**config.mk**
```make
export PLATFORM = sky130hd
export DESIGN_NAME = window_shift_array
export DESIGN_NICKNAME = d
export VERILOG_FILES = /design/src/rtl/window_pkg.sv /design/src/rtl/window_row_shifter.sv /design/src/rtl/window_shift_array.sv
export SDC_FILE = /design/constraint.sdc
export NUM_CORES = 1
export LEC_CHECK = 0
export ABC_AREA = 1
export CAP_MARGIN = 10
export CORE_MARGIN = 2
export CORE_UTILIZATION = 25
export DETAILED_ROUTE_END_ITERATION = 6
export PLACE_DENSITY = 0.57
export SYNTH_ARGS = -nofsm -noshare
export SYNTH_HDL_FRONTEND = slang
export SYNTH_HIERARCHICAL = 1
export SYNTH_SLANG_ARGS = --single-unit
```
**constraint.sdc**
```tcl
create_clock -name clk -period 1.91 [get_ports clk]
set_input_delay 0.4775 -clock clk [delete_from_list [all_inputs] [get_ports clk]]
set_output_delay 0.4775 -clock clk [all_outputs]
set_load 0.05 [all_outputs]
```
**src/rtl/window_pkg.sv**
```systemverilog
// -----------------------------------------------------------------------------
// window_pkg
// Shared definitions for the KxK sliding-window generator.
//   state_t        : FILL / STREAM / DRAIN window-generator states
//   COL_CNT_W, PAD : column-counter width and "same" padding amount for the
//                    default geometry (FEATURE_MAP_WIDTH=1024, K=3)
//   pixel_t        : one pixel at the default IO_DATA_WIDTH
//   col_cnt_width(), pad_of() : the same quantities for any geometry, used by
//                    the parameterised modules
// -----------------------------------------------------------------------------
package window_pkg;

   typedef enum logic [1:0] {
      FILL   = 2'd0,
      STREAM = 2'd1,
      DRAIN  = 2'd2
   } state_t;

   localparam int DEF_IO_DATA_WIDTH     = 16;
   localparam int DEF_KERNEL_SIZE       = 3;
   localparam int DEF_FEATURE_MAP_WIDTH = 1024;

   localparam int COL_CNT_W = $clog2(DEF_FEATURE_MAP_WIDTH);
   localparam int PAD       = (DEF_KERNEL_SIZE - 1) / 2;

   typedef logic [DEF_IO_DATA_WIDTH-1:0] pixel_t;

   // Counter width able to hold 0..fmw-1 (at least one bit).
   function automatic int col_cnt_width(input int fmw);
      return (fmw > 1) ? $clog2(fmw) : 1;
   endfunction

   // "Same" padding for a KxK kernel.
   function automatic int pad_of(input int k);
      return (k - 1) / 2;
   endfunction

endpackage

```
**src/rtl/window_row_shifter.sv**
```systemverilog
// -----------------------------------------------------------------------------
// window_row_shifter
// One kernel row of the window: a K-deep pixel shift register.
//   clk, arst_in : clock, asynchronous active-high reset (clears all taps)
//   shift_en     : shift din into tap 0, tap c moves to tap c+1
//   clear        : synchronous clear of the row; combined with shift_en the
//                  row restarts holding only din in tap 0
//   din          : incoming pixel
//   taps         : registered taps, slice c = tap c (0 newest, K-1 oldest)
// -----------------------------------------------------------------------------
module window_row_shifter
   import window_pkg::*;
#(
   parameter int W = DEF_IO_DATA_WIDTH,
   parameter int K = DEF_KERNEL_SIZE
) (
   input  logic           clk,
   input  logic           arst_in,
   input  logic           shift_en,
   input  logic           clear,
   input  logic [W-1:0]   din,
   output logic [K*W-1:0] taps
);

   // Shift / clear of the pixel taps.
   always_ff @(posedge clk or posedge arst_in) begin
      if (arst_in) begin
         taps <= {(K*W){1'b0}};
      end else if (shift_en) begin
         if (clear) begin
            taps <= {{((K-1)*W){1'b0}}, din};
         end else begin
            taps <= {taps[(K-1)*W-1:0], din};
         end
      end else if (clear) begin
         taps <= {(K*W){1'b0}};
      end else begin
         taps <= taps;
      end
   end

endmodule

```
**src/rtl/window_shift_array.sv**
```systemverilog
// -----------------------------------------------------------------------------
// window_shift_array
// KxK sliding-window generator. One K-pixel column is accepted per handshake
// and shifted into a KxK register array; the array itself is the output stage.
// Windows never straddle a feature-map row; horizontal stride 1 or 2.
// Optional macro WINDOW_ZERO_PAD_EN enables "same" zero padding (row-start
// clear, shortened fill, internal drain of PAD zero columns).
// Ports:
//   clk, arst_in  : clock, asynchronous active-high reset
//   in_valid/in_ready/in_col        : column input, slice r = kernel row r
//   out_valid/out_ready/out_window  : window output, slice (r*K+c),
//                                     c=0 newest column, c=K-1 oldest
//   out_row_last  : qualifies out_valid, last window of the row
// -----------------------------------------------------------------------------
module window_shift_array
   import window_pkg::*;
#(
   parameter int IO_DATA_WIDTH     = DEF_IO_DATA_WIDTH,
   parameter int KERNEL_SIZE       = DEF_KERNEL_SIZE,
   parameter int FEATURE_MAP_WIDTH = DEF_FEATURE_MAP_WIDTH,
   parameter int STRIDE            = 1
) (
   input  logic                                           clk,
   input  logic                                           arst_in,
   input  logic                                           in_valid,
   output logic                                           in_ready,
   input  logic [KERNEL_SIZE*IO_DATA_WIDTH-1:0]           in_col,
   output logic                                           out_valid,
   input  logic                                           out_ready,
   output logic [KERNEL_SIZE*KERNEL_SIZE*IO_DATA_WIDTH-1:0] out_window,
   output logic                                           out_row_last
);

   localparam int W      = IO_DATA_WIDTH;
   localparam int K      = KERNEL_SIZE;
   localparam int CNT_W  = col_cnt_width(FEATURE_MAP_WIDTH);
   localparam int PAD_N  = pad_of(KERNEL_SIZE);
`ifdef WINDOW_ZERO_PAD_EN
   localparam bit PAD_EN = 1'b1;
`else
   localparam bit PAD_EN = 1'b0;
`endif
   // Columns needed before the first window, and zero columns appended at
   // the end of a row.
   localparam int FILL_LEN  = PAD_EN ? (PAD_N + 1) : K;
   localparam int DRAIN_LEN = PAD_EN ? PAD_N : 0;
   // Candidate windows per row (before stride decimation).
   localparam int NUM_CAND  = FEATURE_MAP_WIDTH - FILL_LEN + 1 + DRAIN_LEN;
   localparam int CAND_W    = CNT_W + 1;

   localparam logic [CNT_W-1:0]  COL_LAST    = CNT_W'(FEATURE_MAP_WIDTH - 1);
   localparam logic [CNT_W-1:0]  FILL_LAST   = CNT_W'(FILL_LEN - 1);
   localparam logic [CAND_W-1:0] CAND_LAST   = CAND_W'(NUM_CAND - 1);
   localparam logic [CAND_W-1:0] CAND_PENULT = CAND_W'(NUM_CAND - 2);
   localparam logic [2:0]        DRAIN_LAST  = 3'(DRAIN_LEN - 1);
   localparam state_t            ROW_DONE    = (PAD_EN && (PAD_N > 0)) ? DRAIN : FILL;

   state_t              state_r;
   logic [CNT_W-1:0]    col_cnt_r;
   logic                stride_cnt_r;
   logic [CAND_W-1:0]   cand_cnt_r;
   logic [2:0]          drain_cnt_r;

   logic                out_free_s;
   logic                acc_s;
   logic                drain_step_s;
   logic                shift_en_s;
   logic                row_clear_s;
   logic [K*W-1:0]      shift_col_s;
   logic                phase_s;
   logic                fill_end_s;
   logic                step_s;
   logic [CAND_W-1:0]   cand_idx_s;
   logic                emit_s;
   logic                last_s;
   logic                row_end_s;

   // Handshake, shift control and window-emission decode.
   always_comb begin
      out_free_s   = !out_valid || out_ready;
      in_ready     = out_free_s && (state_r != DRAIN);
      acc_s        = in_valid && in_ready;
      drain_step_s = PAD_EN && (state_r == DRAIN) && out_free_s;
      shift_en_s   = acc_s || drain_step_s;
      // Padding mode starts each row from an all-zero window.
      row_clear_s  = PAD_EN && acc_s && (col_cnt_r == {CNT_W{1'b0}});
      shift_col_s  = drain_step_s ? {(K*W){1'b0}} : in_col;
      // stride_cnt holds the phase of the previous candidate; phase 0 emits.
      phase_s      = (STRIDE == 2) ? ~stride_cnt_r : 1'b0;
      fill_end_s   = 1'b0;
      step_s       = 1'b0;
      case (state_r)
         FILL:    fill_end_s = acc_s && (col_cnt_r == FILL_LAST);
         STREAM:  step_s     = acc_s;
         DRAIN:   step_s     = drain_step_s;
         default: step_s     = 1'b0;
      endcase
      cand_idx_s = fill_end_s ? {CAND_W{1'b0}} : (cand_cnt_r + CAND_W'(1));
      emit_s     = fill_end_s || (step_s && (phase_s == 1'b0));
      // With stride 2 the final candidate of a row may be skipped, so the
      // window just before it already carries the row-last flag.
      last_s     = (cand_idx_s == CAND_LAST) ||
                   ((STRIDE == 2) && (cand_idx_s == CAND_PENULT));
      row_end_s  = acc_s && (col_cnt_r == COL_LAST);
   end

   // Window-generator FSM, counters and registered output qualifiers.
   always_ff @(posedge clk or posedge arst_in) begin
      if (arst_in) begin
         state_r      <= FILL;
         col_cnt_r    <= {CNT_W{1'b0}};
         stride_cnt_r <= 1'b0;
         cand_cnt_r   <= {CAND_W{1'b0}};
         drain_cnt_r  <= 3'd0;
         out_valid    <= 1'b0;
         out_row_last <= 1'b0;
      end else begin
         if (emit_s) begin
            out_valid    <= 1'b1;
            out_row_last <= last_s;
         end else if (out_valid && out_ready) begin
            out_valid    <= 1'b0;
            out_row_last <= 1'b0;
         end else begin
            out_valid    <= out_valid;
            out_row_last <= out_row_last;
         end

         if (acc_s) begin
            col_cnt_r <= row_end_s ? {CNT_W{1'b0}} : (col_cnt_r + CNT_W'(1));
         end else begin
            col_cnt_r <= col_cnt_r;
         end

         if (fill_end_s) begin
            stride_cnt_r <= 1'b0;
            cand_cnt_r   <= {CAND_W{1'b0}};
         end else if (step_s) begin
            stride_cnt_r <= phase_s;
            cand_cnt_r   <= cand_idx_s;
         end else begin
            stride_cnt_r <= stride_cnt_r;
            cand_cnt_r   <= cand_cnt_r;
         end

         case (state_r)
            FILL: begin
               drain_cnt_r <= 3'd0;
               if (fill_end_s) begin
                  state_r <= row_end_s ? ROW_DONE : STREAM;
               end else begin
                  state_r <= FILL;
               end
            end
            STREAM: begin
               drain_cnt_r <= 3'd0;
               if (row_end_s) begin
                  state_r <= ROW_DONE;
               end else begin
                  state_r <= STREAM;
               end
            end
            DRAIN: begin
               if (drain_step_s) begin
                  if (drain_cnt_r == DRAIN_LAST) begin
                     state_r     <= FILL;
                     drain_cnt_r <= 3'd0;
                  end else begin
                     state_r     <= DRAIN;
                     drain_cnt_r <= drain_cnt_r + 3'd1;
                  end
               end else begin
                  state_r     <= DRAIN;
                  drain_cnt_r <= drain_cnt_r;
               end
            end
            default: begin
               state_r     <= FILL;
               drain_cnt_r <= 3'd0;
            end
         endcase
      end
   end

   // One shifter per kernel row; its taps are that row's slice of the window.
   for (genvar r = 0; r < K; r++) begin : g_row
      window_row_shifter #(
         .W (W),
         .K (K)
      ) u_row (
         .clk      (clk),
         .arst_in  (arst_in),
         .shift_en (shift_en_s),
         .clear    (row_clear_s),
         .din      (shift_col_s[r*W +: W]),
         .taps     (out_window[r*K*W +: K*W])
      );
   end

endmodule

```
==> impl_metrics.toml <==
[detailed_routing]
drtAntennaViolNets = 0
vias = 6201
drc = 0
drtPass1Iterations = 5
vias_per_cell = 4.31
drt_first_iter_violations = 424
routed_wl_um = 20100
avgRoutedWirePerCell_um = 14.0

[floorplan]
rows = 62
ios = 199
core-area_mm2 = 0.0285
start_util = 0.252
die_w_um = 174
die_h_um = 174
die_area_mm2 = 0.0301

[sta]
rsz0062_at_grt = "true"
skew_ns = 0.0114
fmax_mhz = 546
slew-limit-headroom = 0.573
drv_slew = 0
period_needed_ns = 1.83
setup_viol = 0
timing.hold.ws_ns = 0.475
finalCritPeriodShare = 0.958
tightest_slew_ns = 0.640
hold_viol = 0
fin_setup_tns_ns = 0

[min_path]
holdPathStages = 2
hold_start = "g_row[2].u_row/taps[42]"
hold_path.class = "reg2reg"

[synthesis]
yosysMostFrequentCell = "nand2_1"
yosys_warnings = 6
yosys.area.top_type = "dfrtp_1"
netlist_area_mm2 = 0.00719
yosysSeqAreaShare = 0.588
synth-async-reset-ratio = 1.00
ys.flop_type = "dfrtp_1"
synth_edf_count = 0
yosysTopAreaCellShare = 0.588
ys_top_cells_by_count = "nand2_1 (388), dfrtp_1 (169), nand3_1 (122)"
ys_ff_latch = 169
syn_inst = 835
synth_area_leaders = "dfrtp_1 (59%), nand2_1 (20%), nand3_1 (8.5%)"
syn_avg_cell_area_um2 = 8.61
post_synth_num_cell_types = 29

[clock_tree]
cts_hold_buf = 0
clk_latency_ns = 0.43
cts_num_sinks = 169
cts_max_level = 4
clock-root-buffer = "clkbuf_16"
clk_pin_slew_worst_paths_ns = 0.07
cts_buffers = 17
tritoncts = "done"
clockBufferDepth = 2

[finish]
fill_cells = 2974
nets = 1097
antenna_cells = 0
seq_area_mm2 = 0.00423
utilization = 0.349
multi_input_area_mm2 = 0.00259
final_layout_size_suffix_gt1_frac = 0.216
instances_no_fill = 1438
areaGrowthSynthToFinish_pct = 38.6

[global_routing]
grt_remaining_overflow = 0
grt_first_pass_wirelength_um = 32200
grt_max_degree = 62
antenna_found_initial = 0
grtUsageTotal = 0.132
grt_pass1_vias = 5967

[placement]
dp_hpwl_um = 13900
port_buffers = 198
place.gp.congestion = 0.802
dp_cells = 1406

[worst_setup_path]
crit_family = "flip-flops"
crit_path_end_kind = "output pin"
worstPathMaxFanout = 4
crit_buf_inv = 4
crit_path_max_incr_delay_ns = 0.40
slowest_stage = "dfrtp_1"
crit_arrival_ns = 1.35
required_ns = 1.43
reg2reg_depth = 10
crit_chain = "inv_2 -> nand2_4 -> nand2_4 -> buf_4 -> inv_2 -> buf_12"
worstSetupPathDepth = 6
r2r-start = "state_r[0]"
startpoint = "state_r[0]"
cp-start-kind = "flop"
worstSetupPathType = "reg2out"

[status]
outcome = "completed"

[pwr]
p_per_area_mw_per_mm2 = 950
vdd_drop_max_v = 0.000450
p_leak_nw = 5.44

[job]
drv_cap = 0
stage by stage:
stage          area [um2]  setup slack, ns  total power [mW]
5_1_grt              9970          -0.0143              9.97
2_1_floorplan        7210            0.254              5.44
3_5_place_dp         9380           -0.485              6.12
3_3_place_gp         9380           -0.454              6.10
6_report             9970           0.0800              9.47
4_1_cts              9950           0.0353              9.59
kinds of logic after synthesis:
| kind of cell | synth area share |
|---|---|
| AND/OR/NAND/NOR | 0.335 |
| other | 0.000521 |
| adder cells (fa/ha/maj) | 0.00522 |
| buffers and inverters | 0.0565 |
| XOR/XNOR | 0.00609 |
| AO/OA/AOI/OAI | 0.00835 |
| flip-flops | 0.588 |
final timing paths:
path | to | slack [ns]
setup / recovery | in_ready | 0.08
hold / removal | g_row[2].u_row/taps[42] | 0.48
setup reg to reg | col_cnt_r[4] | 0.13
hold reg to reg | g_row[2].u_row/taps[42] | 0.48
max in group asynchronous | g_row[2].u_row/taps[31] | 0.94
min in group asynchronous | g_row[2].u_row/taps[28] | 0.57
registers in the layout, summed over array words and instances (netlist names):
| register | flops |
|---|---|
| cand_cnt_r | 11 |
| col_cnt_r | 10 |
| g_row.u_row/taps | 144 |
| out_row_last | 1 |
| out_valid | 1 |
| state_r | 2 |
repair_timing:
action                     4_1_cts  5_1_grt
pin swaps                        0        1
setup endpoints to repair       13       46
setup buffers                    0        0
resized for setup                3        3
cloned                           0        1
layer usage:
layer	GRT usage	wire length (um)	vias to the layer above
li1	-	-	3052
met1	0.178	9400	2997
met2	0.214	9580	144
met3	0.0353	1030	8
met4	0.0312	130	0
met5	0	0	-
power by group:
part	switching (mW)	leakage (nW)	internal, mW
clock network	1.67	0.284	1.75
logic	1.29	2.90	0.609
registers	0.293	2.25	3.86
total	3.25	5.44	6.21
placed cells by master, fill, tap and decap left out, drive strengths merged, types with 3 or more instances in the layout:
cell / Yosys / final
nand2: 393 / 393
buf: 38 / 173
dfrtp: 169 / 169
nand3: 123 / 123
clkdlybuf4s50: 0 / 50
inv: 40 / 48
nor2: 32 / 33
clkbuf: 4 / 17
nand4: 9 / 9
o21ai: 8 / 8
conb: 1 / 6
clkinv: 0 / 6
a21oi: 4 / 4
xor2: 4 / 4
nor3: 3 / 3
ha: 3 / 3
worst register-to-register path, delay by kind of cell, from the launching register on:
kind | cells | cell delay [ns]
flops | 1 | 0.40
simple gates | 6 | 0.64
xor+xnor | 1 | 0.15
buf+inv | 3 | 0.47
area by class of cell:
class | instances | share of cell area
Timing Repair Buffer | 224 | 0.195
Multi-Input combinational cell | 590 | 0.260
Sequential cell | 169 | 0.424
Inverter | 40 | 0.0151
Clock buffer | 17 | 0.0427
Tap cell | 384 | 0.0482
Clock inverter | 14 | 0.0151
Note: power is estimated with default switching activity, not from simulation.
